**config.mk**
```make
export PLATFORM = sky130hd
export DESIGN_NAME = uart_rx_oversample
export DESIGN_NICKNAME = d
export VERILOG_FILES = /design/src/rtl/uart_rx_oversample.sv
export SDC_FILE = /design/constraint.sdc
export NUM_CORES = 1
export LEC_CHECK = 0
export CAP_MARGIN = 15
export CORE_ASPECT_RATIO = 1.75
export CORE_MARGIN = 10
export CORE_UTILIZATION = 48
export DETAILED_ROUTE_END_ITERATION = 7
export GPL_ROUTABILITY_DRIVEN = 0
export PLACE_DENSITY_LB_ADDON = 0.1
export SLEW_MARGIN = 20
export SYNTH_ARGS = -nofsm -noshare
export SYNTH_HDL_FRONTEND = slang
export SYNTH_SLANG_ARGS = --single-unit
```
**constraint.sdc**
```tcl
create_clock -name clk -period 1.5 [get_ports clk]
set_input_delay 0.3 -clock clk [delete_from_list [all_inputs] [get_ports clk]]
set_output_delay 0.3 -clock clk [all_outputs]
set_load 0.02 [all_outputs]
```
**src/rtl/uart_rx_oversample.sv**
```systemverilog
// uart_rx_oversample
//   UART receiver (8N1 by default) clocked by the 16x-oversample rx_en tick.
//   The async rx pin is brought in through a two-flop synchroniser. A start
//   bit is checked again at mid-bit to reject glitches. Data bits and the
//   stop bit are sampled at their bit centres. Each byte is offered on a
//   valid/ready handshake, and framing errors and overruns are flagged.
//
// Ports
//   clk         system clock
//   rst         synchronous, active-high reset
//   rx_en       one-clk strobe at OVERSAMPLE x baud
//   rx          async serial input, idle high
//   data_out    received byte, stable while data_valid=1
//   data_valid  byte available, held until accepted
//   data_ready  consumer accepts when data_valid & data_ready
//   frame_err   one-clk pulse: stop bit sampled 0
//   overrun     one-clk pulse: completed byte dropped, previous not accepted
module uart_rx_oversample #(
   parameter int DATA_BITS  = 8,
   parameter int OVERSAMPLE = 16
) (
   input  logic                 clk,
   input  logic                 rst,
   input  logic                 rx_en,
   input  logic                 rx,
   output logic [DATA_BITS-1:0] data_out,
   output logic                 data_valid,
   input  logic                 data_ready,
   output logic                 frame_err,
   output logic                 overrun
);

   localparam int TW = $clog2(OVERSAMPLE);
   localparam int BW = $clog2(DATA_BITS);

   typedef enum logic [1:0] {IDLE, START, DATA, STOP} state_t;

   state_t               state;
   logic [TW-1:0]        tick_cnt;
   logic [BW-1:0]        bit_idx;
   logic [DATA_BITS-1:0] shift;
   logic                 rx_m, rx_s;
   logic                 byte_done;

   always_ff @(posedge clk) begin
      if (rst) begin
         state      <= IDLE;
         tick_cnt   <= '0;
         bit_idx    <= '0;
         shift      <= '0;
         rx_m       <= 1'b1;
         rx_s       <= 1'b1;
         byte_done  <= 1'b0;
         data_out   <= '0;
         data_valid <= 1'b0;
         frame_err  <= 1'b0;
         overrun    <= 1'b0;
      end else begin
         rx_m      <= rx;
         rx_s      <= rx_m;
         frame_err <= 1'b0;
         overrun   <= 1'b0;
         byte_done <= 1'b0;

         // Output stage, one clk behind the stop-bit sample. The shift
         // register is only written in DATA, so it is still intact here.
         if (byte_done) begin
            if (!data_valid || data_ready) begin
               data_out   <= shift;
               data_valid <= 1'b1;
            end else begin
               overrun <= 1'b1;
            end
         end else if (data_valid && data_ready) begin
            data_valid <= 1'b0;
         end

         if (rx_en) begin
            case (state)
               IDLE: begin
                  if (!rx_s) begin
                     state    <= START;
                     tick_cnt <= '0;
                  end
               end
               START: begin
                  if (tick_cnt == TW'(OVERSAMPLE/2 - 1)) begin
                     // A start bit that is no longer low at mid-bit was a glitch.
                     if (rx_s) begin
                        state <= IDLE;
                     end else begin
                        state    <= DATA;
                        tick_cnt <= '0;
                        bit_idx  <= '0;
                     end
                  end else begin
                     tick_cnt <= tick_cnt + 1'b1;
                  end
               end
               DATA: begin
                  if (tick_cnt == TW'(OVERSAMPLE - 1)) begin
                     tick_cnt <= '0;
                     // LSB arrives first, so shift in from the top.
                     shift    <= {rx_s, shift[DATA_BITS-1:1]};
                     if (bit_idx == BW'(DATA_BITS - 1)) state <= STOP;
                     else bit_idx <= bit_idx + 1'b1;
                  end else begin
                     tick_cnt <= tick_cnt + 1'b1;
                  end
               end
               STOP: begin
                  // Return to IDLE at mid-stop-bit. This leaves half a bit of
                  // margin to catch a back-to-back start edge.
                  if (tick_cnt == TW'(OVERSAMPLE - 1)) begin
                     tick_cnt <= '0;
                     state    <= IDLE;
                     if (rx_s) byte_done <= 1'b1;
                     else      frame_err <= 1'b1;
                  end else begin
                     tick_cnt <= tick_cnt + 1'b1;
                  end
               end
               default: state <= IDLE;
            endcase
         end
      end
   end

endmodule
```
==> results by stage, run 1 <==
CTS:
- The cell chosen for the clock root is clkbuf_8.
- TritonCTS created 5 clock buffers.
- The clock tree from TritonCTS is done.
- The H-tree generated during clock tree synthesis spans 2 levels.
- The maximum number of buffers from clock root to sink is 2.
- The number of sinks driven by the clock tree is 31.
- Clock-pin slew was measured on the worst setup and hold paths at 60 ps.
- The clock latency on the worst-skew pair is around 280 ps.

Worst hold path:
- The path class of the tightest hold or removal check is flip-flop to flip-flop.
- The path with the worst hold slack has its endpoint at rx_s$_SDFF_PP1_.
- The count of cells along the worst hold path is 1.
- The startpoint identified for the worst hold timing path is rx_m$_SDFF_PP1_.

Detailed routing:
- The iteration-0 DRC count of the detailed router is 22.
- After detailed routing, the number of vias per cell comes to between 5 and 6.
- The first detailed-routing pass ran for 4 iterations.
- In the final routed layout, each cell accounts on average for between 10 and 15 µm.
- In this run the remaining antenna-violating nets after routing total 0.
- The via total after detailed routing is around 1000.
- The aggregate routed wire length is 2.67 mm.
- For this run, design rule violations remaining after detail routing come to 0.

Power and ir drop:
- The power density over the cells is 894 mW/mm².
- The peak ir drop on the vdd network is 836 µV.
- Summed over all cells, the static leakage comes to between 0.7 and 0.8 nW.

STA:
- The maximum achievable frequency is ~0.59 GHz.
- The final critical-path setup slack is -183 ps.
- Setup repair after global routing could not meet its margin everywhere.
- The final number of setup-violating endpoints is 2.
- The total count of max-transition violations in the final report was 0.
- In this run the tightest slew margin relative to its limit is approximately four fifths.
- At the pin with the least slew margin, the transition time is between 300 and 400 ps.
- The worst clock skew on the final layout is ~3 ps.
- The number of endpoints with negative hold slack in the final report is 0.
- Dividing the final minimum period by the clock period gives 112%.
- The smallest clock period supported by the final layout is computed as about 1700 ps.

Setup path:
- The worst register-to-register path begins at bit_idx[0]$_SDFFE_PP0P_.
- In this run the register-to-register setup slack is -180 ps.
- The data arrival at the endpoint of the critical path is 1900 ps.
- The critical path is of the flip-flop to flip-flop type.
- For the worst setup path, the data required time is between 1500 and 2000 ps.
- In this run the worst path has a maximum fanout of 4.
- STA classifies the critical path startpoint as a flip-flop.
- Measured in cells, the most critical reg-to-reg path has a length of 6.
- The endpoint class of the critical path is a flip-flop.
- The worst register-to-register path ends at bit_idx[2]$_SDFFE_PP0P_.

Finish:
- The fraction of final layout cells with drive strength greater than 1 is ~29%.
- After routing the design area is between 0.0015 and 0.002 mm².
- For this run, the post-layout net count is ~170.
- The antenna diode count is 0.
- The area growth from synthesis to layout is 40.6%.

Placement:
- Timing analysis after detailed placement gives a worst setup slack of -328 ps.
- During placement, the flow inserted port buffers numbering 15.
- The estimated wirelength of the detail-placed design is 1.95 mm.
- The cell area after placement is ~0.0016 mm².

GRT:
- The global route total overflow is 0.
- The first-pass GRT wire length is between 4 and 5 mm.
- Global routing used a little under an eighth of the available tracks across all layers.
- The number of global-route vias before repair came to 1053.
- Entering global routing, the biggest net connects 32 pins.
- The number of antenna violations at the first check in global routing is 0.

Floorplan:
- The area enclosed by the die boundary is 0.00518 mm².
- The starting density of the core is approximately half.
- The horizontal die dimension is slightly below 60 µm.
- The core outline area is approximately 0.0025 mm².
- The die height is about 88 µm.
- The top-level I/O count is 16.
- The floorplan row count is 24.

Flow run:
- The max capacitance violation total is 0.

Run status:
- The run finished, with violations left.
- The final reports fail on setup timing.

Yosys:
- The number of warnings reported in the yosys synthesis log is 0.
- The number of distinct library cell variants in the gate-level netlist after synthesis is 32.
- The average footprint of a synthesized cell is 9.98 µm².
- The gate count of the mapped netlist is roughly 130.
- The net count after synthesis is around 140.
- The post-synth design cell area is 0.00127 mm².
- After synthesis the netlist holds a flip-flop and latch count of 31.
- Summing the sequential cell areas from Yosys gives between 40% and 50% of the chip area.
-- metal layers --
layer | routed length, µm | track usage (%) | up-vias | part of all wire (%)
met3 | 125 | 4.49 | 6 | 4.7
met1 | 992 | 9.83 | 483 | 37
met5 | 0 | 0 | - | 0
met2 | 1470 | 20.2 | 15 | 55
met4 | 78 | 8.18 | 0 | 2.9
li1 | - | - | 521 | -
-- sequential cells by signal (all words and copies together), names as in the netlist, 3 cells and up, named ones only --
register  cells
data_out      8
shift         8
tick_cnt      4
bit_idx       3
-- placed cells by master (no fill, tap or decap), drive strengths merged, types with 2 or more instances in the layout --
cell / count
or2: 2
inv: 4
and3: 2
a21oi: 8
nand4b: 2
o21ai: 4
buf: 21
mux2i: 18
dlygate4sd2: 11
nor3: 2
nand3: 2
clkbuf: 8
nor3b: 3
dfxtp: 31
and4b: 2
clkdlybuf4s50: 3
or4b: 2
nor2: 22
ha: 3
nand2: 4
-- repair_timing --
item                       4_1_cts  5_1_grt
setup endpoints to repair       21       11
hold buffers                     0        0
pin swaps                        4        4
gates resized for setup         16        7
buffers inserted                 4        0
-- final cells by class --
class	count	area [µm²]
Clock buffer	8	100
Timing Repair Buffer	36	334
Fill cell	209	741
Inverter	4	15.0
Multi-Input combinational cell	86	672
Sequential cell	31	628
Tap cell	26	32.5
-- synth_stat cells --
library cell | instances | area, µm²
and4b_1 | 2 | 20.0
nor3_1 | 2 | 10.0
xnor2_2 | 1 | 16.3
nand4b_1 | 2 | 17.5
o21ai_2 | 1 | 8.76
o221ai_1 | 1 | 8.76
o21ai_0 | 3 | 15.0
nand2_1 | 4 | 15.0
a31oi_1 | 1 | 6.26
a21oi_1 | 8 | 40.0
nand3_1 | 2 | 10.0
and2_1 | 1 | 6.26
ha_1 | 3 | 37.5
nor3b_1 | 2 | 15.0
nand2b_1 | 1 | 6.26
o211ai_2 | 1 | 12.5
mux2i_1 | 18 | 180
and3_4 | 1 | 11.3
or4b_1 | 2 | 20.0
nor4bb_1 | 1 | 10.0
buf_2 | 1 | 5.00
or2_2 | 2 | 12.5
a221oi_1 | 1 | 8.76
nor2_1 | 22 | 82.6
a22oi_1 | 1 | 7.51
clkbuf_1 | 4 | 15.0
clkbuf_2 | 1 | 5.00
inv_1 | 4 | 15.0
nor4b_1 | 1 | 8.76
and3_2 | 1 | 7.51
dfxtp_1 | 31 | 621
nor3b_2 | 1 | 12.5
-- power breakdown --
part / leakage [nW] / switching [W] / total [W] / internal (W)
Clock: 0.0515 / 0.000290 / 0.000708 / 0.000418
Combinational: 0.475 / 0.0000293 / 0.0000566 / 0.0000273
Sequential: 0.253 / 0.00000270 / 0.000829 / 0.000826
Total: 0.779 / 0.000322 / 0.00159 / 0.00127
-- cell families after synthesis --
group / Yosys count / synth area share (%)
buffers and inverters: 10 / 3.16
and+or+nand+nor: 47 / 20.9
AOI/OAI and AO/OA: 17 / 8.49
DFF: 31 / 49.0
adders and majority gates: 3 / 2.96
xor gates and xnor gates: 1 / 1.28
muxes: 18 / 14.2
-- per-stage QoR --
stage	utilization, %	setup TNS, ps	instances	hold WS (ps)	power [W]
finish	70.6	-357	191	415	0.00159
global route	70.6	-508	191	445	0.00166
CTS	69.3	-326	191	418	0.00161
detailed placement	64.1	-3120	179	399	0.000903
global placement	64.1	-2720	179	393	0.000901
floorplan	-	-264	127	378	0.000871
-- worst max-delay path: stages, from the launching register on --
cell and delay [ps]:
dfxtp_2 330, ha_4 160, ha_4 160, nor3b_4 190, o211ai_2 150, or4b_4 500, a21oi_2 130
-- how the worst max path moves through the flow --
stage | slack [ps] | end | from | cells past startpoint
final | -180 | bit_idx[2]$_SDFFE_PP0P_ | bit_idx[0]$_SDFFE_PP0P_ | 6
after global routing | -260 | bit_idx[1]$_SDFFE_PP0P_ | bit_idx[1]$_SDFFE_PP0P_ | 6
after CTS | -170 | bit_idx[2]$_SDFFE_PP0P_ | bit_idx[1]$_SDFFE_PP0P_ | 6
after detailed placement | -330 | bit_idx[1]$_SDFFE_PP0P_ | rx_en | 5
after global placement | -280 | bit_idx[1]$_SDFFE_PP0P_ | rx_en | 5
after floorplan | -150 | bit_idx[1]$_SDFFE_PP0P_ | bit_idx[1]$_SDFFE_PP0P_ | 6
No activity file was read; power rests on OpenSTA's default activity.
==> run 2: changes to the inputs <==
CTS_CLUSTER_SIZE = 28   (was default)
==> results of run 2 <==
Final layout, timing and power as in run 1 (identical DEF).
